## src/rtl/data_path_if.sv

```systemverilog
// Bus and strobe bundle between the step sequencer and the datapath.
// master = sequencer side, slave = datapath side.
interface data_path_if #(
   parameter int WIDTH = 8
);
   logic [WIDTH-1:0] AddImmediate;
   logic [WIDTH-1:0] RegisterAImmediate;
   logic             RZout;
   logic             RAout;
   logic             RBout;
   logic             RAin;
   logic             RBin;
   logic             RZin;
   logic [WIDTH-1:0] RAval;
   logic [WIDTH-1:0] RBval;
   logic [WIDTH-1:0] RZval;
   logic [WIDTH-1:0] BusMuxOut;

   modport master (
      output AddImmediate, RegisterAImmediate,
      output RZout, RAout, RBout,
      output RAin, RBin, RZin,
      input  RAval, RBval, RZval, BusMuxOut
   );

   modport slave (
      input  AddImmediate, RegisterAImmediate,
      input  RZout, RAout, RBout,
      input  RAin, RBin, RZin,
      output RAval, RBval, RZval, BusMuxOut
   );
endinterface

```

## src/rtl/data_path.sv

```systemverilog
// Three-register shared-bus datapath with an immediate adder into RZ.
// Optional carry register enabled by DATAPATH_CARRY_EN.
module data_path #(
   parameter int WIDTH = 8
) (
   input  logic      clock,
   input  logic      clear,
`ifdef DATAPATH_CARRY_EN
   output logic      CarryOut,
`endif
   data_path_if.slave dp
);
   logic [WIDTH-1:0] ra_q, ra_d;
   logic [WIDTH-1:0] rb_q, rb_d;
   logic [WIDTH-1:0] rz_q, rz_d;
   logic [WIDTH-1:0] bus;
   logic [WIDTH:0]   sum;

   // Fixed priority RZ > RA > RB; immediate when nothing drives
   always_comb begin
      bus = dp.RegisterAImmediate;
      if (dp.RZout)
         bus = rz_q;
      else if (dp.RAout)
         bus = ra_q;
      else if (dp.RBout)
         bus = rb_q;
   end

   always_comb begin
      sum  = {1'b0, bus} + {1'b0, dp.AddImmediate};
      ra_d = dp.RAin ? bus : ra_q;
      rb_d = dp.RBin ? bus : rb_q;
      rz_d = dp.RZin ? sum[WIDTH-1:0] : rz_q;
   end

   always_ff @(posedge clock or negedge clear) begin
      if (!clear) begin
         ra_q <= '0;
         rb_q <= '0;
         rz_q <= '0;
      end else begin
         ra_q <= ra_d;
         rb_q <= rb_d;
         rz_q <= rz_d;
      end
   end

`ifdef DATAPATH_CARRY_EN
   logic carry_q, carry_d;

   always_comb begin
      carry_d = dp.RZin ? sum[WIDTH] : carry_q;
   end

   always_ff @(posedge clock or negedge clear) begin
      if (!clear)
         carry_q <= 1'b0;
      else
         carry_q <= carry_d;
   end

   assign CarryOut = carry_q;
`endif

   assign dp.RAval     = ra_q;
   assign dp.RBval     = rb_q;
   assign dp.RZval     = rz_q;
   assign dp.BusMuxOut = bus;
endmodule

```

## src/flat_wrapper.sv

```systemverilog
// flat-port wrapper written by rule: the top's interface ports become plain ports
module data_path_flat 
#(
   parameter int WIDTH = 8
)
  (clock, clear, dp_AddImmediate, dp_RegisterAImmediate, dp_RZout, dp_RAout, dp_RBout, dp_RAin, dp_RBin, dp_RZin, dp_RAval, dp_RBval, dp_RZval, dp_BusMuxOut);
  data_path_if #(.WIDTH(WIDTH)) dp_i ();
  input  logic clock;
  input  logic clear;
  input wire logic [$bits(dp_i.AddImmediate)-1:0] dp_AddImmediate;
  input wire logic [$bits(dp_i.RegisterAImmediate)-1:0] dp_RegisterAImmediate;
  input wire logic [$bits(dp_i.RZout)-1:0] dp_RZout;
  input wire logic [$bits(dp_i.RAout)-1:0] dp_RAout;
  input wire logic [$bits(dp_i.RBout)-1:0] dp_RBout;
  input wire logic [$bits(dp_i.RAin)-1:0] dp_RAin;
  input wire logic [$bits(dp_i.RBin)-1:0] dp_RBin;
  input wire logic [$bits(dp_i.RZin)-1:0] dp_RZin;
  output wire logic [$bits(dp_i.RAval)-1:0] dp_RAval;
  output wire logic [$bits(dp_i.RBval)-1:0] dp_RBval;
  output wire logic [$bits(dp_i.RZval)-1:0] dp_RZval;
  output wire logic [$bits(dp_i.BusMuxOut)-1:0] dp_BusMuxOut;
  assign dp_i.AddImmediate = dp_AddImmediate;
  assign dp_i.RegisterAImmediate = dp_RegisterAImmediate;
  assign dp_i.RZout = dp_RZout;
  assign dp_i.RAout = dp_RAout;
  assign dp_i.RBout = dp_RBout;
  assign dp_i.RAin = dp_RAin;
  assign dp_i.RBin = dp_RBin;
  assign dp_i.RZin = dp_RZin;
  assign dp_RAval = dp_i.RAval;
  assign dp_RBval = dp_i.RBval;
  assign dp_RZval = dp_i.RZval;
  assign dp_BusMuxOut = dp_i.BusMuxOut;
  data_path #(.WIDTH(WIDTH)) u_core (.clock(clock), .clear(clear), .dp(dp_i));
endmodule
```

## config.mk

```make
export PLATFORM = sky130hd
export DESIGN_NAME = data_path_flat
export DESIGN_NICKNAME = d
export VERILOG_FILES = /design/src/rtl/data_path_if.sv /design/src/rtl/data_path.sv /design/src/flat_wrapper.sv
export SDC_FILE = /design/constraint.sdc
export NUM_CORES = 1
export LEC_CHECK = 0
export BUFFER_PORTS_ARGS = -buffer_cell sky130_fd_sc_hd__buf_2
export CORE_MARGIN = 2
export CORE_UTILIZATION = 30
export DETAILED_ROUTE_END_ITERATION = 6
export GPL_ROUTABILITY_DRIVEN = 1
export RECOVER_POWER = 50
export SETUP_SLACK_MARGIN = 0.05
export SLEW_MARGIN = 5
export SYNTH_ARGS = -nofsm -noshare
export SYNTH_HDL_FRONTEND = slang
export SYNTH_SLANG_ARGS = --single-unit
export TNS_END_PERCENT = 50
```

## constraint.sdc

```tcl
create_clock -name clock -period 2.6 [get_ports clock]
set_input_delay 0 -clock clock [delete_from_list [all_inputs] [get_ports clock]]
set_output_delay 0 -clock clock [all_outputs]
set_load 0.01 [all_outputs]
```

==> impl_metrics.csv <==
group,metric,value,unit
sta,hold-worst-slack,0.0918,ns
finish,num_antenna_cells,0,
die,rows,25,
global_route,grt_pass1_wl,5920,um
finish,layout.nets,247,
logic_synthesis,synthArstFlopShare,100,%
power,power.density,937,mW/mm2
sta,tightest_slew,1.29,ns
drt,ant_nets,0,
die,die_w,74.8,um
worst_setup_path,cp.required,2.76,ns
die,die_height,74.8,um
power,p_switching,0.709,mW
sta,max_freq,423,MHz
logic_synthesis,synth_seq_cells,24,
job,drv_cap,0,
finish,area_growth,23.8,%
logic_synthesis,yosysWarnings,0,
global_route,antenna_found_initial,0,
sta,post-route-min-period,2.36,ns
power,p_int,1.04,mW
global_route,track_usage,14.1,%
worst_setup_path,critPathLaunchType,"flip-flop",
drt,drtIter0Drc,65,
logic_synthesis,synth-xor-area-share,2.33,%
sta,rsz0062_at_grt,"false",
sta,slew_violations,0,
drt,wire_per_inst,13.6,um
worst_setup_path,crit_path_end_kind,"flip-flop",
clocking,clk_latency,0.27,ns
logic_synthesis,synth_top_family_by_area,"multiplexers",
logic_synthesis,yosysUniqueCellTypes,32,
logic_synthesis,syn_area,0.00150,mm2
worst_setup_path,arrival,2.52,ns
power,ir_worst_vdd,0.311,mV
logic_synthesis,syn_inst,161,
drt,drcViolationCount,0,
hold_path,hold_class,"input pin to flip-flop",
sta,min_period_over_period,90.8,%
power,pwr-share-seq,36.0,%
place,io_buffers,55,
logic_synthesis,yosysSeqAreaShare,39.9,%
power,clkPwrFrac,14.6,%
clocking,cts.sink_count,24,
sta,hold_viol,0,
drt,drtPass1Iterations,5,
die,fp.dieArea,0.00560,mm2
power,combinationalPowerShare,49.4,%
power,p_leak,0.912,nW
logic_synthesis,synthSimpleGateAreaFrac,13.4,%
logic_synthesis,synth_nets,193,
sta,slew_headroom,14.3,%
run_status,outcome,"completed",
finish,final_cell_area,0.00186,mm2
clocking,cts-root-buf,"clkbuf_8",
logic_synthesis,syn_area_per_cell,9.34,um2
global_route,grt_max_degree,25,
drt,routed_wirelength,3810,um
place,dpl.hpwl,2890,um
logic_synthesis,synth_compound_area_share,13.2,%
global_route,grt_pass1_vias,1248,
sta,setup_tns,0,ns
die,initial_core_util,31.4,%
clocking,cts_inserted_buffers,3,
sta,final-setup-viol-count,0,
logic_synthesis,synth_mux_area_share,16.7,%
power,p_sw_share,40.6,%
sta,clock_skew,0.00772,ns
logic_synthesis,synth_edf_count,0,
drt,routed_via_density,4.73,
clocking,clock_path_buffers,2,
clocking,path_clk_slew,0.09,ns
die,core,0.00479,mm2
finish,layout-drive-gt1-share,23.8,%
logic_synthesis,synth_ff_type,"dfrtp_1",
worst_setup_path,worstPathMaxFanout,3,
drt,vias,1328,
place,gp_congestion,0.737,
die,io-pin-count,56,
worst_setup_path,path_class,"flip-flop to flip-flop",
place,placedInstanceArea,0.00182,mm2
clocking,htree_levels,1,
clocking,cts_tree,"yes",
logic_synthesis,synthAdderAreaFrac,7.15,%
global_route,grt_overflow,0,
flip-flops by register name (all words and copies together), names as in the netlist:
| name | flops |
|---|---|
| u_core.dp.RAval | 8 |
| u_core.dp.RZval | 8 |
| u_core.dp.RBval | 8 |
cell usage in the layout (no fill, tap or decap), types with 2 or more instances in the layout:
master	count
a21oi_1	19
o21ai_0	8
inv_1	13
nand3_1	2
a21o_1	2
clkbuf_8	4
nor2b_1	2
buf_2	38
dfrtp_1	24
mux2_2	5
nand2_1	10
buf_4	2
clkbuf_1	17
a31oi_1	3
ha_1	7
nor2_1	18
mux2i_1	18
nor3_1	2
xnor2_1	2
xor2_1	2
nor3b_1	3
area by class of cell:
| cell class | count | area (um2) |
|---|---|---|
| Multi-Input combinational cell | 115 | 795 |
| Fill cell | 517 | 2920 |
| Clock buffer | 4 | 55.1 |
| Tap cell | 67 | 83.8 |
| Sequential cell | 24 | 601 |
| Inverter | 13 | 48.8 |
| Timing Repair Buffer | 58 | 279 |
path summary, 6_finish.rpt:
kind                                          from            endpoint  slack, ns  cells after the start
worst max-delay path            u_core.dp.RBval[0]  u_core.dp.RZval[4]       0.24                     12
worst min-delay path            dp_AddImmediate[0]  u_core.dp.RZval[0]       0.09                      3
worst max register to register  u_core.dp.RBval[0]  u_core.dp.RZval[4]       0.24                     12
worst min register to register  u_core.dp.RZval[3]  u_core.dp.RZval[3]       0.55                      1
max in group asynchronous                    clear  u_core.dp.RAval[2]       1.30                      2
min in group asynchronous                    clear  u_core.dp.RZval[7]       0.54                      2
synth_stat cells, types with 2 or more instances:
| cell type | n | share of area, % |
|---|---|---|
| a21oi_1 | 19 | 6.3 |
| nor3b_1 | 3 | 1.5 |
| nor2_1 | 18 | 4.5 |
| nor3_1 | 2 | 0.67 |
| mux2_2 | 5 | 3.7 |
| buf_1 | 2 | 0.50 |
| xor2_1 | 2 | 1.2 |
| dfrtp_1 | 24 | 40 |
| ha_1 | 7 | 5.8 |
| o21ai_0 | 9 | 3.0 |
| xnor2_1 | 2 | 1.2 |
| nand2_1 | 10 | 2.5 |
| a21o_1 | 2 | 1.0 |
| buf_6 | 2 | 1.5 |
| mux2i_1 | 18 | 12 |
| clkbuf_1 | 4 | 1.0 |
| inv_1 | 13 | 3.2 |
| nand3_1 | 2 | 0.67 |
| a31oi_1 | 3 | 1.2 |
| nor2b_1 | 2 | 0.83 |
power by group through the flow:
| stage | clock network (mW) | logic (mW) | registers (mW) |
|---|---|---|---|
| final | 0.255 | 0.862 | 0.628 |
| after global routing | 0.278 | 0.965 | 0.653 |
| after CTS | 0.262 | 0.894 | 0.625 |
| after detailed placement | 0 | 0.887 | 0.633 |
| after global placement | 0 | 0.880 | 0.634 |
| after floorplan | 0 | 0.498 | 0.681 |
kinds of logic after synthesis:
family	after synthesis
compound gates	36
flops	24
xor+xnor	4
fa+ha+maj	8
simple gates	43
mux	24
buf+inv	22
per-stage QoR:
step / power (mW) / setup WS, ns / util [%] / instances
6_report: 1.74 / 0.238 / 38.9 / 281
4_1_cts: 1.78 / 0.109 / 39.3 / 281
3_5_place_dp: 1.52 / 0.123 / 38.0 / 276
2_1_floorplan: 1.18 / 0.289 / - / 161
5_1_grt: 1.90 / 0.0483 / 38.9 / 281
3_3_place_gp: 1.51 / 0.0946 / 38.0 / 276
metal layers:
| metal | vias up | part of all wire (%) | track usage (%) |
|---|---|---|---|
| li1 | 664 | - | - |
| met3 | 4 | 5.2 | 2.81 |
| met2 | 40 | 47 | 24.4 |
| met1 | 620 | 47 | 17.8 |
| met4 | 0 | 0.94 | 4.56 |
| met5 | - | 0 | 0 |
worst max-delay path, stage by stage (launching register included):
cell and delay (ns):
dfrtp_1 0.37, mux2i_1 0.08, o21ai_0 0.16, mux2i_1 0.12, inv_1 0.11, ha_1 0.18
inv_1 0.06, fa_1 0.41, nor2b_1 0.12, o21ai_1 0.09, a21boi_1 0.23, nor2_1 0.08
mux2_2 0.26
repair_timing:
| action | in CTS | in global routing |
|---|---|---|
| buffers inserted | 0 | 0 |
| endpoints found under the hold margin | 24 | 0 |
| hold buffers | 1 | 0 |
| resized for setup | 0 | 2 |
| setup endpoints to repair | 0 | 2 |
Note: power is estimated with default switching activity, not from simulation.
